**config.mk**
```make
export PLATFORM = sky130hd
export DESIGN_NAME = fetch_word_buffer
export DESIGN_NICKNAME = d
export VERILOG_FILES = /design/src/rtl/fetch_pkg.sv /design/src/rtl/fetch_lane_mask.sv /design/src/rtl/fetch_word_buffer.sv
export SDC_FILE = /design/constraint.sdc
export NUM_CORES = 2
export LEC_CHECK = 0
export CAP_MARGIN = 15
export CORE_AREA = 2 2 504 506
export CTS_CLUSTER_SIZE = 14
export DETAILED_ROUTE_END_ITERATION = 10
export DIE_AREA = 0 0 506 508
export SYNTH_ARGS = -nofsm -noshare
export SYNTH_HDL_FRONTEND = slang
export SYNTH_SLANG_ARGS = --single-unit
```
**constraint.sdc**
```tcl
create_clock -name clk -period 28.6 [get_ports clk]
set_clock_uncertainty 0.15 [all_clocks]
set_input_delay 5.72 -clock clk [delete_from_list [all_inputs] [get_ports clk]]
set_output_delay 5.72 -clock clk [all_outputs]
set_load 0.05 [all_outputs]
```
**src/rtl/fetch_pkg.sv**
```systemverilog
// -----------------------------------------------------------------------------
// fetch_pkg
// Shared definitions for the fetch datapath (element aggregator and
// fetch_word_buffer): default element/word geometry, the lane-count type and
// the fetch width that the datapath comes out of reset with.
// No ports (package).
// -----------------------------------------------------------------------------
package fetch_pkg;

    localparam int DATA_WIDTH_DEF  = 16;
    localparam int FETCH_WIDTH_DEF = 40;
    localparam int LANE_W_DEF      = $clog2(FETCH_WIDTH_DEF + 1);

    // Number of meaningful lanes in a word (0..FETCH_WIDTH inclusive).
    typedef logic [LANE_W_DEF-1:0] lane_cnt_t;

    // After reset every lane of a word is meaningful.
    localparam lane_cnt_t RESET_FETCH_WIDTH = lane_cnt_t'(FETCH_WIDTH_DEF);

    // The width request bus is narrower than a lane count; zero-extend it.
    function automatic lane_cnt_t widen_fetch_width(input logic [2:0] width_req);
        return lane_cnt_t'(width_req);
    endfunction

endpackage

```
**src/rtl/fetch_lane_mask.sv**
```systemverilog
// -----------------------------------------------------------------------------
// fetch_lane_mask
// Combinational lane mask: passes lanes with index < lanes_i and forces every
// higher lane to zero, so a consumer never sees stale aggregator data.
// Only compiled when FETCH_BUF_LANE_MASK_EN is defined.
//
// Ports:
//   lanes_i  number of meaningful lanes in word_i
//   word_i   packed word, lane i at [(i+1)*DATA_WIDTH-1 : i*DATA_WIDTH]
//   word_o   word_i with lanes >= lanes_i cleared
// -----------------------------------------------------------------------------
`ifdef FETCH_BUF_LANE_MASK_EN
module fetch_lane_mask #(
    parameter int DATA_WIDTH  = 16,
    parameter int FETCH_WIDTH = 40,
    parameter int LANE_W      = $clog2(FETCH_WIDTH + 1)
) (
    input  logic [LANE_W-1:0]                 lanes_i,
    input  logic [FETCH_WIDTH*DATA_WIDTH-1:0] word_i,
    output logic [FETCH_WIDTH*DATA_WIDTH-1:0] word_o
);

    for (genvar g = 0; g < FETCH_WIDTH; g++) begin : g_lane
        assign word_o[g*DATA_WIDTH +: DATA_WIDTH] =
            (lanes_i > LANE_W'(g)) ? word_i[g*DATA_WIDTH +: DATA_WIDTH]
                                   : {DATA_WIDTH{1'b0}};
    end

endmodule
`endif

```
**src/rtl/fetch_word_buffer.sv**
```systemverilog
// -----------------------------------------------------------------------------
// fetch_word_buffer
// First-word-fall-through FIFO of wide fetch words. Each word is tagged with
// the fetch width (valid lane count) active when it was written; the head word
// and its tag are presented combinationally to the consumer.
//
// Configuration macro: FETCH_BUF_LANE_MASK_EN
//   defined     -> lanes >= deq_lanes of deq_data read as zero (all zero when
//                  empty_n = 0)
//   not defined -> deq_data is the raw stored word
//
// Ports:
//   clk, rst            clock; synchronous active-high reset
//   enq_data, enq       word to write, write request
//   full_n              space available (low during rst)
//   change_fetch_width  load input_fetch_width as the active width
//   input_fetch_width   new active width in lanes (zero-extended)
//   deq_data, deq_lanes head word and its valid-lane count (0 when empty)
//   deq                 pop request
//   empty_n             head word valid
//   overflow            sticky: an enq arrived while full_n = 0
// -----------------------------------------------------------------------------
module fetch_word_buffer
    import fetch_pkg::*;
#(
    parameter int DATA_WIDTH  = DATA_WIDTH_DEF,
    parameter int FETCH_WIDTH = FETCH_WIDTH_DEF,
    parameter int DEPTH       = 4
) (
    input  logic                                        clk,
    input  logic                                        rst,
    input  logic [FETCH_WIDTH*DATA_WIDTH-1:0]           enq_data,
    input  logic                                        enq,
    output logic                                        full_n,
    input  logic                                        change_fetch_width,
    input  logic [2:0]                                  input_fetch_width,
    output logic [FETCH_WIDTH*DATA_WIDTH-1:0]           deq_data,
    output logic [$clog2(FETCH_WIDTH+1)-1:0]            deq_lanes,
    input  logic                                        deq,
    output logic                                        empty_n,
    output logic                                        overflow
);

    localparam int LANE_W = $clog2(FETCH_WIDTH + 1);
    localparam int CNT_W  = $clog2(DEPTH + 1);
    localparam int PTR_W  = $clog2(DEPTH);
    localparam int WORD_W = FETCH_WIDTH * DATA_WIDTH;

    localparam logic [CNT_W-1:0]  CNT_FULL    = CNT_W'(DEPTH);
    localparam logic [CNT_W-1:0]  CNT_EMPTY   = CNT_W'(0);
    localparam logic [PTR_W-1:0]  PTR_LAST    = PTR_W'(DEPTH - 1);
    localparam logic [LANE_W-1:0] WIDTH_RESET = LANE_W'(FETCH_WIDTH);

    // Storage; deliberately not reset, the count alone says what is valid.
    logic [WORD_W-1:0] data_mem_q [DEPTH];
    logic [LANE_W-1:0] tag_mem_q  [DEPTH];

    logic [PTR_W-1:0]  wr_ptr_q, wr_ptr_d;
    logic [PTR_W-1:0]  rd_ptr_q, rd_ptr_d;
    logic [CNT_W-1:0]  count_q,  count_d;
    logic [LANE_W-1:0] width_q,  width_d;
    logic              overflow_q, overflow_d;

    logic              push_s;
    logic              pop_s;
    logic [WORD_W-1:0] raw_word_s;

    // Flags come only from registered state (and rst); no path from enq/deq.
    assign full_n  = (count_q != CNT_FULL) & ~rst;
    assign empty_n = (count_q != CNT_EMPTY);

    // full_n already folds in rst and a full FIFO, so no bypass on full.
    assign push_s = enq & full_n;
    assign pop_s  = deq & empty_n;

    // Next-state logic for pointers, occupancy, active width and overflow.
    always_comb begin
        wr_ptr_d   = wr_ptr_q;
        rd_ptr_d   = rd_ptr_q;
        count_d    = count_q;
        width_d    = width_q;
        overflow_d = overflow_q;

        if (push_s) begin
            wr_ptr_d = (wr_ptr_q == PTR_LAST) ? PTR_W'(0) : wr_ptr_q + PTR_W'(1);
        end else begin
            wr_ptr_d = wr_ptr_q;
        end

        if (pop_s) begin
            rd_ptr_d = (rd_ptr_q == PTR_LAST) ? PTR_W'(0) : rd_ptr_q + PTR_W'(1);
        end else begin
            rd_ptr_d = rd_ptr_q;
        end

        case ({push_s, pop_s})
            2'b10:   count_d = count_q + CNT_W'(1);
            2'b01:   count_d = count_q - CNT_W'(1);
            default: count_d = count_q;
        endcase

        // The word written this cycle is tagged from width_q, so a width
        // change in the same cycle only affects later writes.
        if (change_fetch_width) begin
            width_d = LANE_W'(input_fetch_width);
        end else begin
            width_d = width_q;
        end

        if (enq && !full_n) begin
            overflow_d = 1'b1;
        end else begin
            overflow_d = overflow_q;
        end
    end

    // Control state register with synchronous reset.
    always_ff @(posedge clk) begin
        if (rst) begin
            wr_ptr_q   <= '0;
            rd_ptr_q   <= '0;
            count_q    <= '0;
            width_q    <= WIDTH_RESET;
            overflow_q <= 1'b0;
        end else begin
            wr_ptr_q   <= wr_ptr_d;
            rd_ptr_q   <= rd_ptr_d;
            count_q    <= count_d;
            width_q    <= width_d;
            overflow_q <= overflow_d;
        end
    end

    // Word and tag storage write port.
    always_ff @(posedge clk) begin
        if (push_s) begin
            data_mem_q[wr_ptr_q] <= enq_data;
            tag_mem_q[wr_ptr_q]  <= width_q;
        end
    end

    assign raw_word_s = data_mem_q[rd_ptr_q];
    assign deq_lanes  = empty_n ? tag_mem_q[rd_ptr_q] : LANE_W'(0);
    assign overflow   = overflow_q;

`ifdef FETCH_BUF_LANE_MASK_EN
    // deq_lanes is 0 when empty, which clears every lane of the head word.
    fetch_lane_mask #(
        .DATA_WIDTH  (DATA_WIDTH),
        .FETCH_WIDTH (FETCH_WIDTH),
        .LANE_W      (LANE_W)
    ) u_lane_mask (
        .lanes_i (deq_lanes),
        .word_i  (raw_word_s),
        .word_o  (deq_data)
    );
`else
    assign deq_data = raw_word_s;
`endif

endmodule

```
==> reports/metrics.cfg <==
[die]
start_util_pct=37.0
rows=185
dieHeight_microns=508
io_pins=1297
die-area_sq_um=257000
coreArea_sq_um=252000
die_width_microns=506

[logic_synthesis]
synthMuxAreaShare_pct=15.6
synth_cell_types=26
synthesis.nets=4094
synth_top_family_by_area=multiplexers
syn_inst=3439
synth_xor_area_share_pct=0.0188
synth-seq-area-share_pct=83.2
syn_avg_cell_area_sq_um=27.1
yosysWarnings=0
synth_fa_ha_area_share_pct=0.102
yosys.area_share.simple_pct=0.141
synth-compound-area-share_pct=0.0429
syn_area_sq_um=93400
synth_seq_cells=2590

[sta]
tns_ps=0
period_needed_ps=13470
period_share_pct=47.1
worst_pin_slew_ps=1130
fmax_mhz=74.2
drv_slew=0
finalHoldViolCount=0
rsz0062_at_grt=no
relSlewSlack_pct=24.4
setup_viol=0

[global_route]
grt_usage_pct=18.4
grt_first_pass_wirelength_mm=339
grt_max_degree=149
grt_antenna_before_repair=115
grt_pass1_vias=44900
grt.overflow.total=0

[clock_tree]
cts_hold_buffers=0
cts_buffers=286
clkTransAtPathRegs_ps=60
cts_tree=done
clk_latency_ps=880
htreeDepth=5
clock-sinks=2590
ctsResizeCount=0
post_cts_buffers=0
clockBufferDepth=4
root_buffer=clkbuf_16

[placement]
hpwl_mm=163
globalplace.congestion=0.807
port_buffers=1295

[detailed_routing]
wl_met2_mm=119
drt_first_pass_iters=5
wirelength_mm=242
met3_length_mm=27.2
top_layer=met5
wire_per_inst_microns=28.3
vias=43400
drcViolationCount=0
viasPerCell=5.08
drt-met1-wl_mm=88.9
first_iter_violations=3642
ant_nets=0

[worst_setup_path]
r2r_start=count_q[0]$_SDFFE_PP0P_
r2r_end=data_mem_q[1][26]$_DFFE_PP_
cp-end-kind=primary output
crit_fanout=14
cp.arrival_ps=7600
r2r_slack_ps=21750
worstPathRequired_ps=22730
crit_path_start_kind=input pin
startpoint=rst
r2r_cells=9
worstSetupPathType=input pin to primary output
endpoint=full_n

[cells_and_area]
synthToLayoutAreaGrowth_pct=27.4
fill_cells=20600
nets=5601
drive_gt1_share_pct=21.0

[hold_path]
min_path_type=flip-flop to flip-flop
holdCritStartpoint=overflow$_SDFFE_PP0P_

[pwr]
clockPowerShare_pct=31.0
p_sw_mw=3.46
power_mw=11.0
pwr-share-seq_pct=40.8
p_comb_share_pct=28.2
power.leakage_nw=36.7
sw_frac_of_total_pct=31.5
peakVddDrop_mv=0.0603
internal_power_mw=7.54
powerDensity_nw_per_um2=92.5

[status]
status=finished, final reports clean

[run]
drv_cap=0

## worst max-delay path: stages
cell and delay [ps]:
clkdlybuf4s50_1 800, nor2_1 250, clkdlybuf4s50_1 820
## layer usage
layer / track usage (%) / vias to the layer above
met3: 8.65 / 446
li1: - / 18100
met5: 0 / -
met1: 21.7 / 23100
met2: 29.8 / 1636
met4: 5.88 / 118
## registers in the layout, summed over array words and instances, names as in the netlist, named ones only
name / cells
tag_mem_q: 16
data_mem_q: 2560
overflow: 1
rd_ptr_q: 2
count_q: 3
wr_ptr_q: 2
width_q: 4
## kinds of logic (layout without fill, tap and decap cells)
family                     after synthesis  after routing
muxes                                  650            650
xor gates and xnor gates                 2              2
and+or+nand+nor                         26             26
adders and majority gates                7              7
AOI/OAI and AO/OA                        7              7
other                                    1             45
DFF                                   2590           2590
buffers and inverters                  156           1856
## per-stage QoR
stage | std cells | cell area (sq um) | hold WS (ps) | worst slack, ps | utilization, %
floorplan | 3439 | 93400 | 309 | 6630 | -
global placement | 8024 | 110000 | 303 | 15110 | 43.7
detailed placement | 8024 | 110000 | 303 | 15130 | 43.7
CTS | 8505 | 119000 | 318 | 15130 | 47.1
global route | 8524 | 119000 | 374 | 15030 | 47.1
finish | 8549 | 119000 | 318 | 15130 | 47.2
## cells in the final DEF, fill, tap and decap left out
master	instances
a21o_1	1
nor3b_1	2
inv_8	1
dfxtp_1	12
inv_1	9
clkinvlp_4	1
a21oi_1	4
nor3_1	1
ha_1	6
and2_4	4
xor2_1	2
clkdlybuf4s50_1	1295
mux4_2	644
clkinv_1	63
nor2b_1	4
clkinv_2	36
clkbuf_1	60
nor2_1	12
buf_4	67
nand2_1	1
mux2i_1	4
diode_2	44
or3_1	2
dfxtp_4	2
mux2_2	2
o31ai_1	1
o21ai_0	1
fa_1	1
bufinv_16	15
inv_6	7
clkbuf_16	293
clkinv_8	2
clkbuf_8	3
buf_12	4
edfxtp_1	2576
conb_1	1
## cell usage after synthesis
cell / number / area (sq um)
clkbuf_1: 14 / 52.6
xor2_1: 2 / 17.5
a21o_1: 1 / 7.51
buf_2: 74 / 370
o31ai_1: 1 / 7.51
edfxtp_1: 2576 / 77400
nor3_1: 1 / 5.00
conb_1: 1 / 3.75
fa_1: 1 / 20.0
and2_1: 4 / 25.0
a21oi_1: 4 / 20.0
nor2b_1: 4 / 25.0
inv_1: 9 / 33.8
nor2_1: 12 / 45.0
mux2_2: 2 / 22.5
mux4_2: 644 / 14500
nor3b_1: 2 / 15.0
nand2_1: 1 / 3.75
buf_1: 27 / 101
dfxtp_1: 14 / 280
o21ai_0: 1 / 5.00
buf_6: 19 / 214
mux2i_1: 4 / 40.0
or3_1: 2 / 12.5
buf_4: 13 / 97.6
ha_1: 6 / 75.1
## power by group through the flow
stage	Clock (mW)	Sequential [mW]	Combinational (mW)
floorplan	0	4.72	2.05
global placement	0	4.56	3.15
detailed placement	0	4.57	3.15
CTS	3.49	4.50	3.16
global route	3.63	4.51	3.23
finish	3.41	4.49	3.10
## area by class of cell
class	count	area (sq um)	share of cell area, %
clock inverter	125	980	0.823
inverter	9	33.8	0.0284
timing repair buffer	1366	13500	11.4
sequential	2590	77600	65.3
antenna	44	110	0.0925
clock buffer	356	7600	6.39
multi-input combinational	693	14900	12.5
tap	3366	4210	3.54
## worst min-delay path by stage
stage                                 to  cells after the start
2_1_floorplan  tag_mem_q[0][0]$_DFFE_PP_                      0
3_3_place_gp       overflow$_SDFFE_PP0P_                      2
3_5_place_dp       overflow$_SDFFE_PP0P_                      2
4_1_cts            overflow$_SDFFE_PP0P_                      2
5_1_grt            overflow$_SDFFE_PP0P_                      2
6_report           overflow$_SDFFE_PP0P_                      2
No activity file was read; power rests on OpenSTA's default activity.
